--- src/rtl/l1d_dual_entry_allocator.sv ---
// L1D dual-entry allocator: tracks busy entries of an N-entry pool such as
// line-fill buffers or MSHR slots. Up to two entries can be granted and up
// to two entries retired per cycle.

// Two-from-N selector: reports the lowest and highest set bit of a vector.
module l1d_two_from_n_sel #(
    parameter  int unsigned N  = 8,
    localparam int unsigned IW = $clog2(N)
) (
    input  logic [N-1:0]  vec,
    output logic          any_vld,
    output logic          two_vld,
    output logic [IW-1:0] lo_id,
    output logic [IW-1:0] hi_id
);

    // Scan in both directions; the last hit in each scan is the extreme index.
    always_comb begin
        lo_id = '0;
        hi_id = '0;
        for (int unsigned i = N; i > 0; i--) begin
            if (vec[i-1]) lo_id = IW'(i - 1);
        end
        for (int unsigned i = 0; i < N; i++) begin
            if (vec[i]) hi_id = IW'(i);
        end
        any_vld = |vec;
        two_vld = any_vld && (lo_id != hi_id);
    end

endmodule

module l1d_dual_entry_allocator #(
    parameter  int unsigned ENTRY_NUM = 8,
    localparam int unsigned ID_W      = $clog2(ENTRY_NUM),
    localparam int unsigned CNT_W     = $clog2(ENTRY_NUM + 1)
) (
    input  logic                 clk,
    input  logic                 rstn,
    input  logic                 alloc0_req_i,
    input  logic                 alloc1_req_i,
    output logic                 alloc0_gnt_o,
    output logic                 alloc1_gnt_o,
    output logic [ID_W-1:0]      alloc0_id_o,
    output logic [ID_W-1:0]      alloc1_id_o,
    input  logic                 free0_vld_i,
    input  logic [ID_W-1:0]      free0_id_i,
    input  logic                 free1_vld_i,
    input  logic [ID_W-1:0]      free1_id_i,
    input  logic                 flush_i,
    output logic [ENTRY_NUM-1:0] busy_vec_o,
    output logic [CNT_W-1:0]     busy_cnt_o,
    output logic                 full_o,
    output logic                 empty_o
);

    logic [ENTRY_NUM-1:0] busy_vec;
    logic [CNT_W-1:0]     busy_cnt;
    logic [ENTRY_NUM-1:0] free_vec;
    logic                 any_free;
    logic                 two_free;
    logic [ID_W-1:0]      lo_id;
    logic [ID_W-1:0]      hi_id;
    logic                 gnt0;
    logic                 gnt1;
    logic [ENTRY_NUM-1:0] alloc_mask;
    logic [ENTRY_NUM-1:0] free_mask;
    logic [CNT_W-1:0]     alloc_cnt;
    logic [CNT_W-1:0]     free_cnt;
    logic [ENTRY_NUM-1:0] busy_vec_nxt;
    logic [CNT_W-1:0]     busy_cnt_nxt;

    assign free_vec = ~busy_vec;

    l1d_two_from_n_sel #(
        .N (ENTRY_NUM)
    ) u_sel (
        .vec     (free_vec),
        .any_vld (any_free),
        .two_vld (two_free),
        .lo_id   (lo_id),
        .hi_id   (hi_id)
    );

    // Grants depend only on registered occupancy; port 1 needs a second
    // distinct entry whenever port 0 is also asking.
    always_comb begin
        gnt0 = alloc0_req_i && any_free && !flush_i;
        gnt1 = alloc1_req_i && !flush_i && (alloc0_req_i ? two_free : any_free);
    end

    // Build the allocate and effective free masks plus their populations;
    // frees of idle entries are dropped and duplicate ids collapse to one bit.
    always_comb begin
        alloc_mask = '0;
        free_mask  = '0;
        free_cnt   = '0;
        for (int unsigned i = 0; i < ENTRY_NUM; i++) begin
            alloc_mask[i] = (gnt0 && (lo_id == ID_W'(i))) ||
                            (gnt1 && (hi_id == ID_W'(i)));
            free_mask[i]  = busy_vec[i] &&
                            ((free0_vld_i && (free0_id_i == ID_W'(i))) ||
                             (free1_vld_i && (free1_id_i == ID_W'(i))));
            free_cnt      = free_cnt + CNT_W'(free_mask[i]);
        end
        alloc_cnt = CNT_W'(gnt0) + CNT_W'(gnt1);
    end

    // Next occupancy; flush wins over every allocate and free.
    always_comb begin
        if (flush_i) begin
            busy_vec_nxt = '0;
            busy_cnt_nxt = '0;
        end else begin
            busy_vec_nxt = (busy_vec & ~free_mask) | alloc_mask;
            busy_cnt_nxt = busy_cnt + alloc_cnt - free_cnt;
        end
    end

    // Occupancy state registers.
    always_ff @(posedge clk or negedge rstn) begin
        if (!rstn) begin
            busy_vec <= '0;
            busy_cnt <= '0;
        end else begin
            busy_vec <= busy_vec_nxt;
            busy_cnt <= busy_cnt_nxt;
        end
    end

    assign alloc0_gnt_o = gnt0;
    assign alloc1_gnt_o = gnt1;
    assign alloc0_id_o  = lo_id;
    assign alloc1_id_o  = hi_id;
    assign busy_vec_o   = busy_vec;
    assign busy_cnt_o   = busy_cnt;
    assign full_o       = (busy_cnt == CNT_W'(ENTRY_NUM));
    assign empty_o      = (busy_cnt == '0);

    a_cnt_matches_vec: assert property (@(posedge clk) disable iff (!rstn)
        busy_cnt == CNT_W'($countones(busy_vec)))
        else $error("busy_cnt does not match popcount of busy_vec");

    a_free0_busy: assert property (@(posedge clk) disable iff (!rstn)
        free0_vld_i |-> busy_vec[free0_id_i])
        else $warning("free0 releases an entry that is not busy");

    a_free1_busy: assert property (@(posedge clk) disable iff (!rstn)
        free1_vld_i |-> busy_vec[free1_id_i])
        else $warning("free1 releases an entry that is not busy");

endmodule

--- config.mk ---
export PLATFORM = sky130hd
export DESIGN_NAME = l1d_dual_entry_allocator
export DESIGN_NICKNAME = d
export VERILOG_FILES = /design/src/rtl/l1d_dual_entry_allocator.sv
export SDC_FILE = /design/constraint.sdc
export NUM_CORES = 1
export LEC_CHECK = 0
export BUFFER_PORTS_ARGS = -buffer_cell sky130_fd_sc_hd__buf_2
export CAP_MARGIN = 15
export CELL_PAD_IN_SITES_DETAIL_PLACEMENT = 2
export CELL_PAD_IN_SITES_GLOBAL_PLACEMENT = 2
export CORE_MARGIN = 2
export CORE_UTILIZATION = 27
export DETAILED_ROUTE_END_ITERATION = 8
export PLACE_DENSITY_LB_ADDON = 0.2
export SYNTH_ARGS = -nofsm -noshare
export SYNTH_HDL_FRONTEND = slang
export SYNTH_SLANG_ARGS = --single-unit
--- constraint.sdc ---
create_clock -name clk -period 3.8 [get_ports clk]
set_input_delay 0.57 -clock clk [delete_from_list [all_inputs] [get_ports clk]]
set_output_delay 0.57 -clock clk [all_outputs]
set_load 0.05 [all_outputs]
==> results.json, run 1 <==
{
  "start_kind": "flop",
  "grt_setup_unrepaired": "true",
  "clk_latency_ps": 250,
  "final_layout_size_suffix_gt1_frac": 0.450,
  "drt_pre_antenna_iters": 4,
  "final.min_clock_period_ps": 3860,
  "critPathTopFamily": "adder cells",
  "crit_chain": "buf_6 -> a21boi_2 -> a211o_1 -> nand3_4 -> nand3_4 -> fa_2 -> fa_1 -> inv_1 -> fa_2 -> fa_1 -> ha_4 -> ha_4 -> xor2_2 -> xnor2_1 -> nor2_1",
  "endpoint_kind": "flop",
  "syn_area_sq_um": 1250,
  "htree_levels": 1,
  "yosysMostFrequentCell": "nand2_1",
  "clkTransAtPathRegs_ps": 60,
  "synth.avg_cell_area_sq_um": 8.31,
  "synth_ff_type": "dfrtp_1",
  "synth_warnings": 0,
  "crit_path_top_delay_cell": "fa_1",
  "routabilityCongestion": 0.877,
  "grt_usage": 0.219,
  "syn_to_final_growth_pct": 49.4,
  "fin_crit_sh": 1.02,
  "start_util": 0.282,
  "core_sq_um": 4410,
  "drt_drc_violations_left": 0,
  "p_total_mw": 0.685,
  "io_pins": 35,
  "synth-seq-area-share": 0.241,
  "reg2reg_from": "busy_vec_o[7]",
  "rows": 24,
  "grt_max_degree": 13,
  "crit_type": "reg2reg",
  "worstMarginPinSlew_ps": 357,
  "clock_skew_ps": 1.12,
  "vias": 1400,
  "io_buffer_count": 34,
  "status": "finished with violations",
  "power_density_nw_per_um2": 368,
  "cts_root_buf": "clkbuf_8",
  "yosysTopAreaCellShare": 0.241,
  "p_leak_nw": 0.828,
  "die_x_um": 71.9,
  "fmax_mhz": 259,
  "grt_pass1_wl_um": 8720,
  "peakVddDrop_mv": 0.163,
  "cts_buffers": 3,
  "cp_max_fo": 4,
  "reg2reg_depth": 15,
  "syn-num-nets": 176,
  "dp_cells": 264,
  "async_reset_ff_frac": 1.00,
  "yosysTopAreaCell": "dfrtp_1",
  "slew_violations": 0,
  "slew_headroom": 0.762,
  "ys_top_cells_by_area": "dfrtp_1 (24%), fa_1 (11%), ha_1 (6.0%)",
  "report.final.setup_viol": 1,
  "critical_path_arrival_ps": 4000,
  "hpwl_um": 4250,
  "violations": "negative setup slack",
  "grt_pass1_vias": 1618,
  "antenna_found_initial": 0,
  "cp_data_required_time_ps": 3940,
  "reg2reg_setup_slack_ps": -60,
  "fin_ws_ps": -62.6,
  "crit_buf_inv": 2,
  "ant_nets": 0,
  "synth_cell_types": 43,
  "synthTopCellsByCount": "nand2_1 (19), a21oi_1 (12), dfrtp_1 (12), nor2b_1 (12)",
  "cts_num_sinks": 12,
  "diodes": 0,
  "path_depth": 15,
  "die_area_sq_um": 5170,
  "min_path_type": "in2async",
  "cpPeakStageDelay_ps": 540,
  "synth_edf_count": 0,
  "synth-seq-cells": 12,
  "maxCapViolCount": 0,
  "drt-wirelength-per-cell_um": 19.8,
  "cts_tree": "yes",
  "syn_inst": 150,
  "vias_per_cell": 5.19,
  "hold_violations": 0,
  "die_h_um": 71.9,
  "fin_cells": 270,
  "grt-ovfl-total": 0,
  "clockBufferDepth": 2,
  "wl_um": 5340,
  "crit_start": "busy_vec_o[7]",
  "drt_iter0_drc": 27,
  "nets": 245
}
[routing by layer]
layer	vias up	global-route usage	routed length, um
met3	7	0.0208	94
met5	-	0	0
met4	0	0.0608	79
met2	26	0.364	2680
met1	706	0.305	2490
li1	661	-	-
[final timing paths]
path,end
max reg2reg,busy_cnt_o[3]
min reg2reg,busy_vec_o[0]
max,busy_cnt_o[3]
min,busy_vec_o[4]
min in group clk,busy_vec_o[5]
max in group asynchronous,busy_vec_o[3]
[final cells by class]
cell class,count,area [sq um]
clock buffer,4,55.1
fill,506,2550
inverter,11,41.3
multi-input combinational,124,965
sequential,12,310
tap,52,65.1
timing repair buffer,67,425
[flip-flops by register name (all words and copies together) (netlist names)]
name and cells:
busy_vec_o 8, busy_cnt_o 4
[repair_timing]
item                                    4_1_cts  5_1_grt
pin swaps                                     6        4
buffers inserted                              1        1
hold buffers                                  0        0
resized for setup                             3        8
endpoints found under the setup margin        2        2
[cell usage in the layout, fill, tap and decap left out, types with 2 or more instances in the layout]
master and count:
a21boi_2 2, a21o_1 2, a21oi_1 10, a21oi_2 2, a22oi_1 3, buf_2 34, buf_4 31, buf_6 2
clkbuf_8 4, dfrtp_1 4, dfrtp_2 8, fa_1 5, fa_2 2, ha_1 4, ha_4 2, inv_1 11
nand2_1 19, nand2b_1 7, nand3_1 2, nand3_4 2, nand4_1 5, nor2_1 10, nor2b_1 11, nor3b_1 2
nor4_1 2, o21bai_1 2, o22ai_1 5, xnor2_1 2
[worst register-to-register path, stage by stage (launching register included)]
cell and delay, ps:
dfrtp_2 430, buf_6 140, a21boi_2 160, a211o_1 330, nand3_4 80, nand3_4 80
fa_2 360, fa_1 490, inv_1 60, fa_2 330, fa_1 540, ha_4 220
ha_4 160, xor2_2 140, xnor2_1 170, nor2_1 60
[stage by stage]
stage / util / worst slack, ps / cell area, sq um / setup TNS, ps / hold slack (ps)
final: 0.422 / -62.6 / 1860 / -62.6 / 203
after global placement: 0.397 / -138 / 1750 / -138 / 475
after floorplan: - / -220 / 1310 / -273 / 274
after detailed placement: 0.397 / -274 / 1750 / -353 / 484
after CTS: 0.414 / -91.6 / 1830 / -91.6 / 211
after global routing: 0.422 / -217 / 1860 / -217 / 219
[cell families (layout without fill, tap and decap cells)]
family / count (synthesis) / in the layout / synth area share
buf+inv: 14 / 82 / 0.0462
xor+xnor: 3 / 3 / 0.0211
flops: 12 / 12 / 0.241
simple gates: 71 / 71 / 0.323
compound gates: 37 / 37 / 0.196
fa+ha+maj: 13 / 13 / 0.173
[where the power goes]
part           switching (mW)  total [mW]  internal, mW
combinational           0.228       0.362         0.134
sequential             0.0250       0.171         0.146
clock                  0.0599       0.152        0.0920
Power figures use the tool's default switching activity.
==> run 2, diff against run 1 <==
--- a/config.mk
+++ b/config.mk
@@ -9,8 +9,10 @@
 export CAP_MARGIN = 15
 export CELL_PAD_IN_SITES_DETAIL_PLACEMENT = 2
 export CELL_PAD_IN_SITES_GLOBAL_PLACEMENT = 2
+export CORE_ASPECT_RATIO = 1.5
 export CORE_MARGIN = 2
-export CORE_UTILIZATION = 27
+export CORE_UTILIZATION = 28
+export CTS_BUF_LIST = sky130_fd_sc_hd__clkbuf_4
 export DETAILED_ROUTE_END_ITERATION = 8
 export PLACE_DENSITY_LB_ADDON = 0.2
 export SYNTH_ARGS = -nofsm -noshare
==> results.json, run 2 (same netlist as run 1, synthesis figures left out) <==
{
  "fin_ws_ps": -46.6,
  "cts_root_buf": "clkbuf_4",
  "fin_tns_setup_ps": -46.6,
  "grt_setup_unrepaired": "true",
  "p_leak_nw": 0.827,
  "die_h_um": 85.7,
  "grt_usage": 0.222,
  "die_x_um": 58.5,
  "worstMarginPinSlew_ps": 427,
  "largest_reg_flops": 8,
  "slew_violations": 0,
  "fillCellCount": 474,
  "htree_levels": 1,
  "vias_per_cell": 5.36,
  "maxCapViolCount": 0,
  "cp_data_required_time_ps": 3980,
  "drt_pre_antenna_iters": 4,
  "reg2reg_depth": 15,
  "power_density_nw_per_um2": 336,
  "core_sq_um": 4250,
  "fin_crit_sh": 1.01,
  "clkTransAtPathRegs_ps": 90,
  "die_area_sq_um": 5010,
  "hold_violations": 0,
  "io_buffer_count": 34,
  "nets": 247,
  "min_path_type": "in2async",
  "status": "finished with violations",
  "hold_buffers": 0,
  "drt_iter0_drc": 56,
  "endpoint_kind": "flop",
  "fmax_mhz": 260,
  "io_pins": 35,
  "slew_headroom": 0.713,
  "clock_skew_ps": 0.891,
  "cts_buffers": 3,
  "drt_drc_violations_left": 0,
  "rows": 29,
  "grt-ovfl-total": 0,
  "cts_tree": "yes",
  "start_kind": "flop",
  "grt_max_degree": 13,
  "cp_max_fo": 4,
  "cts_num_sinks": 12,
  "syn_to_final_growth_pct": 47.3,
  "drt-wirelength-per-cell_um": 19.0,
  "wl_um": 5040,
  "final_util": 0.432,
  "clockBufferDepth": 2,
  "violations": "negative setup slack",
  "final.min_clock_period_ps": 3850,
  "routabilityCongestion": 0.775,
  "hpwl_um": 4170,
  "report.final.setup_viol": 1,
  "final_layout_size_suffix_gt1_frac": 0.445,
  "critical_path_arrival_ps": 4020,
  "grt_pass1_wl_um": 8540,
  "diodes": 0,
  "antenna_found_initial": 0,
  "timing.hold.ws_ps": 170,
  "start_util": 0.294,
  "ant_nets": 0,
  "peakVddDrop_mv": 0.367,
  "clk_latency_ps": 280,
  "crit_type": "reg2reg",
  "grt_pass1_vias": 1670,
  "mostFrequentLayoutCells": "buf_2 (34), buf_4 (34), nand2_1 (19)",
  "vias": 1427
}
==> run 2: worst max-delay path: stages (launching register included) <==
cell	delay [ps]
dfrtp_2	440
nand2b_4	140
a21o_1	200
a211o_1	300
nand3_4	90
nand3_4	70
fa_2	360
fa_1	500
inv_2	40
fa_2	340
fa_1	530
ha_4	210
ha_4	160
xor2_2	140
xnor2_1	160
nor2_1	50
==> run 2: cell type report <==
type	instances	area, sq um	area share
Multi-Input combinational cell	124	963	0.525
Clock buffer	3	22.5	0.0123
Timing Repair Buffer	69	437	0.238
Tap cell	46	57.6	0.0314
Inverter	11	41.3	0.0225
Sequential cell	12	310	0.169
Clock inverter	1	3.75	0.00204
==> run 2: metal layers <==
metal,vias up,share of wire,global-route usage,routed length (um)
met4,0,0,0.0254,0
met5,-,0,0,0
met3,0,0.020,0.0151,99
li1,667,-,-,-
met2,21,0.57,0.435,2870
met1,739,0.41,0.261,2070
==> run 2: what timing repair did <==
item                                   CTS  global route
buffers inserted                         3             2
pin swaps                                4             3
gates resized for setup                  6             3
endpoints found under the hold margin    0             0
setup endpoints to repair                2             2
==> run 2: final timing paths <==
check / from / endpoint / slack [ps]
min reg2reg: busy_cnt_o[0] / busy_cnt_o[0] / 700
min in group clk: flush_i / busy_vec_o[7] / 590
min: rstn / busy_vec_o[7] / 170
max in group asynchronous: rstn / busy_vec_o[0] / 3370
max reg2reg: busy_vec_o[1] / busy_cnt_o[3] / -50
max: busy_vec_o[1] / busy_cnt_o[3] / -50
==> run 2: metrics by stage <==
| stage | instance area [sq um] | worst slack, ps | std cells | power, mW |
|---|---|---|---|---|
| 5_1_grt | 1840 | -184 | 266 | 0.671 |
| 6_report | 1840 | -46.6 | 266 | 0.616 |
| 3_5_place_dp | 1740 | -242 | 257 | 0.521 |
| 4_1_cts | 1810 | -69.1 | 264 | 0.618 |
| 2_1_floorplan | 1310 | -220 | 150 | 0.417 |
| 3_3_place_gp | 1740 | -118 | 257 | 0.500 |
==> run 2: power breakdown <==
part | internal, mW | total [mW] | switching [mW]
Clock | 0.0381 | 0.0897 | 0.0517
Combinational | 0.133 | 0.357 | 0.223
Sequential | 0.146 | 0.170 | 0.0242
Total | 0.317 | 0.616 | 0.299
==> run 3, diff against run 2 <==
--- a/config.mk
+++ b/config.mk
@@ -17,4 +17,5 @@
 export PLACE_DENSITY_LB_ADDON = 0.2
 export SYNTH_ARGS = -nofsm -noshare
 export SYNTH_HDL_FRONTEND = slang
+export SYNTH_HIERARCHICAL = 1
 export SYNTH_SLANG_ARGS = --single-unit
==> results.json, run 3 <==
{
  "multi_input_area_sq_um": 961,
  "fillCellCount": 510,
  "routabilityCongestion": 0.823,
  "p_seq_frac": 0.252,
  "die_area_sq_um": 5060,
  "synthTopCellsByCount": "inv_1 (21), nand2_1 (16), dfrtp_1 (12)",
  "final_util": 0.459,
  "endpoint_kind": "flop",
  "io_pins": 35,
  "cts_root_buf": "clkbuf_4",
  "critical_path_arrival_ps": 4310,
  "async_reset_ff_frac": 1.00,
  "core_sq_um": 4280,
  "synth_compound_area_frac": 0.183,
  "mostFrequentLayoutCells": "buf_4 (48), buf_2 (34), nand2_1 (15)",
  "synth-seq-cells": 12,
  "cts_buffers": 3,
  "yosysTopAreaCell": "dfrtp_1",
  "grt_max_degree": 13,
  "synthAdderAreaFrac": 0.171,
  "route.met3.wl_um": 105,
  "drt_pre_antenna_iters": 6,
  "fin_ws_ps": -344,
  "clock_skew_ps": 14.8,
  "syn_area_sq_um": 1260,
  "die_h_um": 86.2,
  "switchingPower_mw": 0.337,
  "dp_slack_ps": -334,
  "placed_area_sq_um": 1850,
  "final.min_clock_period_ps": 4140,
  "hpwl_um": 4730,
  "combPwrFrac": 0.620,
  "drt_iter0_drc": 35,
  "drt-wirelength-per-cell_um": 22.2,
  "min_path_type": "in2async",
  "ys_top_cells_by_area": "dfrtp_1 (24%), fa_1 (11%), inv_1 (6.3%)",
  "status": "finished with violations",
  "peakVddDrop_mv": 0.136,
  "power_switching_share": 0.497,
  "seq_area_sq_um": 307,
  "clkTransAtPathRegs_ps": 90,
  "vias_per_cell": 5.48,
  "nets": 263,
  "wl_um": 6260,
  "vias": 1545,
  "synth-simple-area-share": 0.302,
  "cts_num_sinks": 12,
  "start_util": 0.294,
  "grt_setup_unrepaired": "true",
  "cp_max_fo": 2,
  "maxCapViolCount": 0,
  "hold_buffers": 0,
  "grt_pass1_wl_um": 9230,
  "ant_nets": 0,
  "report.final.setup_viol": 2,
  "dp_cells": 271,
  "grt_pass1_vias": 1736,
  "start_kind": "flop",
  "clockBufferDepth": 2,
  "synth_ff_type": "dfrtp_1",
  "syn_to_final_growth_pct": 55.9,
  "worstMarginPinSlew_ps": 1070,
  "crit_type": "reg2reg",
  "syn_inst": 151,
  "p_int_mw": 0.340,
  "final_layout_size_suffix_gt1_frac": 0.487,
  "cp_data_required_time_ps": 3960,
  "p_leak_nw": 0.933,
  "diodes": 0,
  "slew_headroom": 0.282,
  "power_density_nw_per_um2": 345,
  "synth_top_family_by_area": "simple AND/OR/NAND/NOR gates",
  "violations": "design-rule violations, negative setup slack",
  "synth_cell_types": 42,
  "htree_levels": 1,
  "yosysMostFrequentCell": "inv_1",
  "layout_commonest_cell": "buf_4",
  "postLayoutCellArea_sq_um": 1960,
  "slew_violations": 0,
  "rows": 29,
  "synth_edf_count": 0,
  "synth.avg_cell_area_sq_um": 8.34,
  "clk_latency_ps": 290,
  "die_x_um": 58.8,
  "fin_crit_sh": 1.09,
  "fmax_mhz": 241,
  "drt_drc_violations_left": 1,
  "largest_reg_flops": 8,
  "grt_usage": 0.244,
  "cts_tree": "yes",
  "synth-seq-area-share": 0.238,
  "synth_mux_area_frac": 0.0169,
  "syn-num-nets": 177,
  "hold_violations": 0,
  "antenna_found_initial": 0,
  "grt-ovfl-total": 0,
  "synth_warnings": 6,
  "yosysTopAreaCellShare": 0.238,
  "p_clk_frac": 0.128,
  "top_layer_used": "met4",
  "io_buffer_count": 34,
  "fin_cells": 282,
  "synth_xor_area_frac": 0.0209,
  "wl_met1_um": 2430,
  "route.met2.wl_um": 3510
}
==> run 3: path summary, 6_finish.rpt <==
path / to / depth (start not counted) / start / slack (ps)
setup / recovery: busy_cnt_o[3] / 17 / busy_vec_o[6] / -340
hold / removal: busy_vec_o[5] / 1 / rstn / 150
setup reg to reg: busy_cnt_o[3] / 17 / busy_vec_o[6] / -340
hold reg to reg: busy_cnt_o[0] / 2 / busy_cnt_o[0] / 750
max in group asynchronous: busy_vec_o[2] / 1 / rstn / 3400
min in group clk: busy_cnt_o[3] / 2 / flush_i / 590
==> run 3: routing by layer <==
metal,GRT usage,up-vias
li1,-,713
met3,0.0136,15
met4,0.0868,0
met2,0.464,37
met1,0.275,780
met5,0,-
==> run 3: cell families after synthesis <==
logic type | count (synthesis)
simple gates | 68
compound gates | 30
buf+inv | 23
fa+ha+maj | 13
flops | 12
xor+xnor | 3
mux | 2
==> run 3: final cells by class <==
type                    instances  area share
well taps                      46      0.0293
clock buffers                   3      0.0115
repair buffers                 82       0.270
clock inverters                 1     0.00191
multi-input cells             116       0.489
flip-flops and latches         12       0.156
inverters                      22      0.0420
==> run 3: stage by stage <==
step / power [mW] / TNS [ps] / hold WS, ps
after floorplan: 0.440 / -1130 / 274
after global placement: 0.550 / -195 / 468
after detailed placement: 0.576 / -456 / 476
after CTS: 0.672 / -398 / 167
after global routing: 0.724 / -799 / 170
final: 0.677 / -542 / 154
==> run 3: critical path, cell delays in order, from the launching register on <==
cell and delay (ps):
dfrtp_2 400, inv_2 50, inv_2 60, a21oi_2 60, or4_4 420, a32o_2 290
mux2_4 280, nand2_4 70, fa_2 200, fa_1 460, fa_2 410, inv_2 60
fa_1 450, ha_4 240, ha_4 160, xor2_2 140, xnor2_1 180, nor2_1 70
==> run 3: power groups by stage <==
stage                     logic [mW]  clock network (mW)  registers, mW
after global placement         0.382                   0          0.169
after global routing           0.455              0.0945          0.174
after detailed placement       0.404                   0          0.172
after CTS                      0.413              0.0878          0.172
final                          0.420              0.0866          0.170
after floorplan                0.208                   0          0.232
==> run 3: timing repair <==
| item | 4_1_cts | 5_1_grt |
|---|---|---|
| gates resized for setup | 9 | 4 |
| pin swaps | 7 | 8 |
| endpoints found under the setup margin | 3 | 2 |
| setup buffers | 3 | 4 |
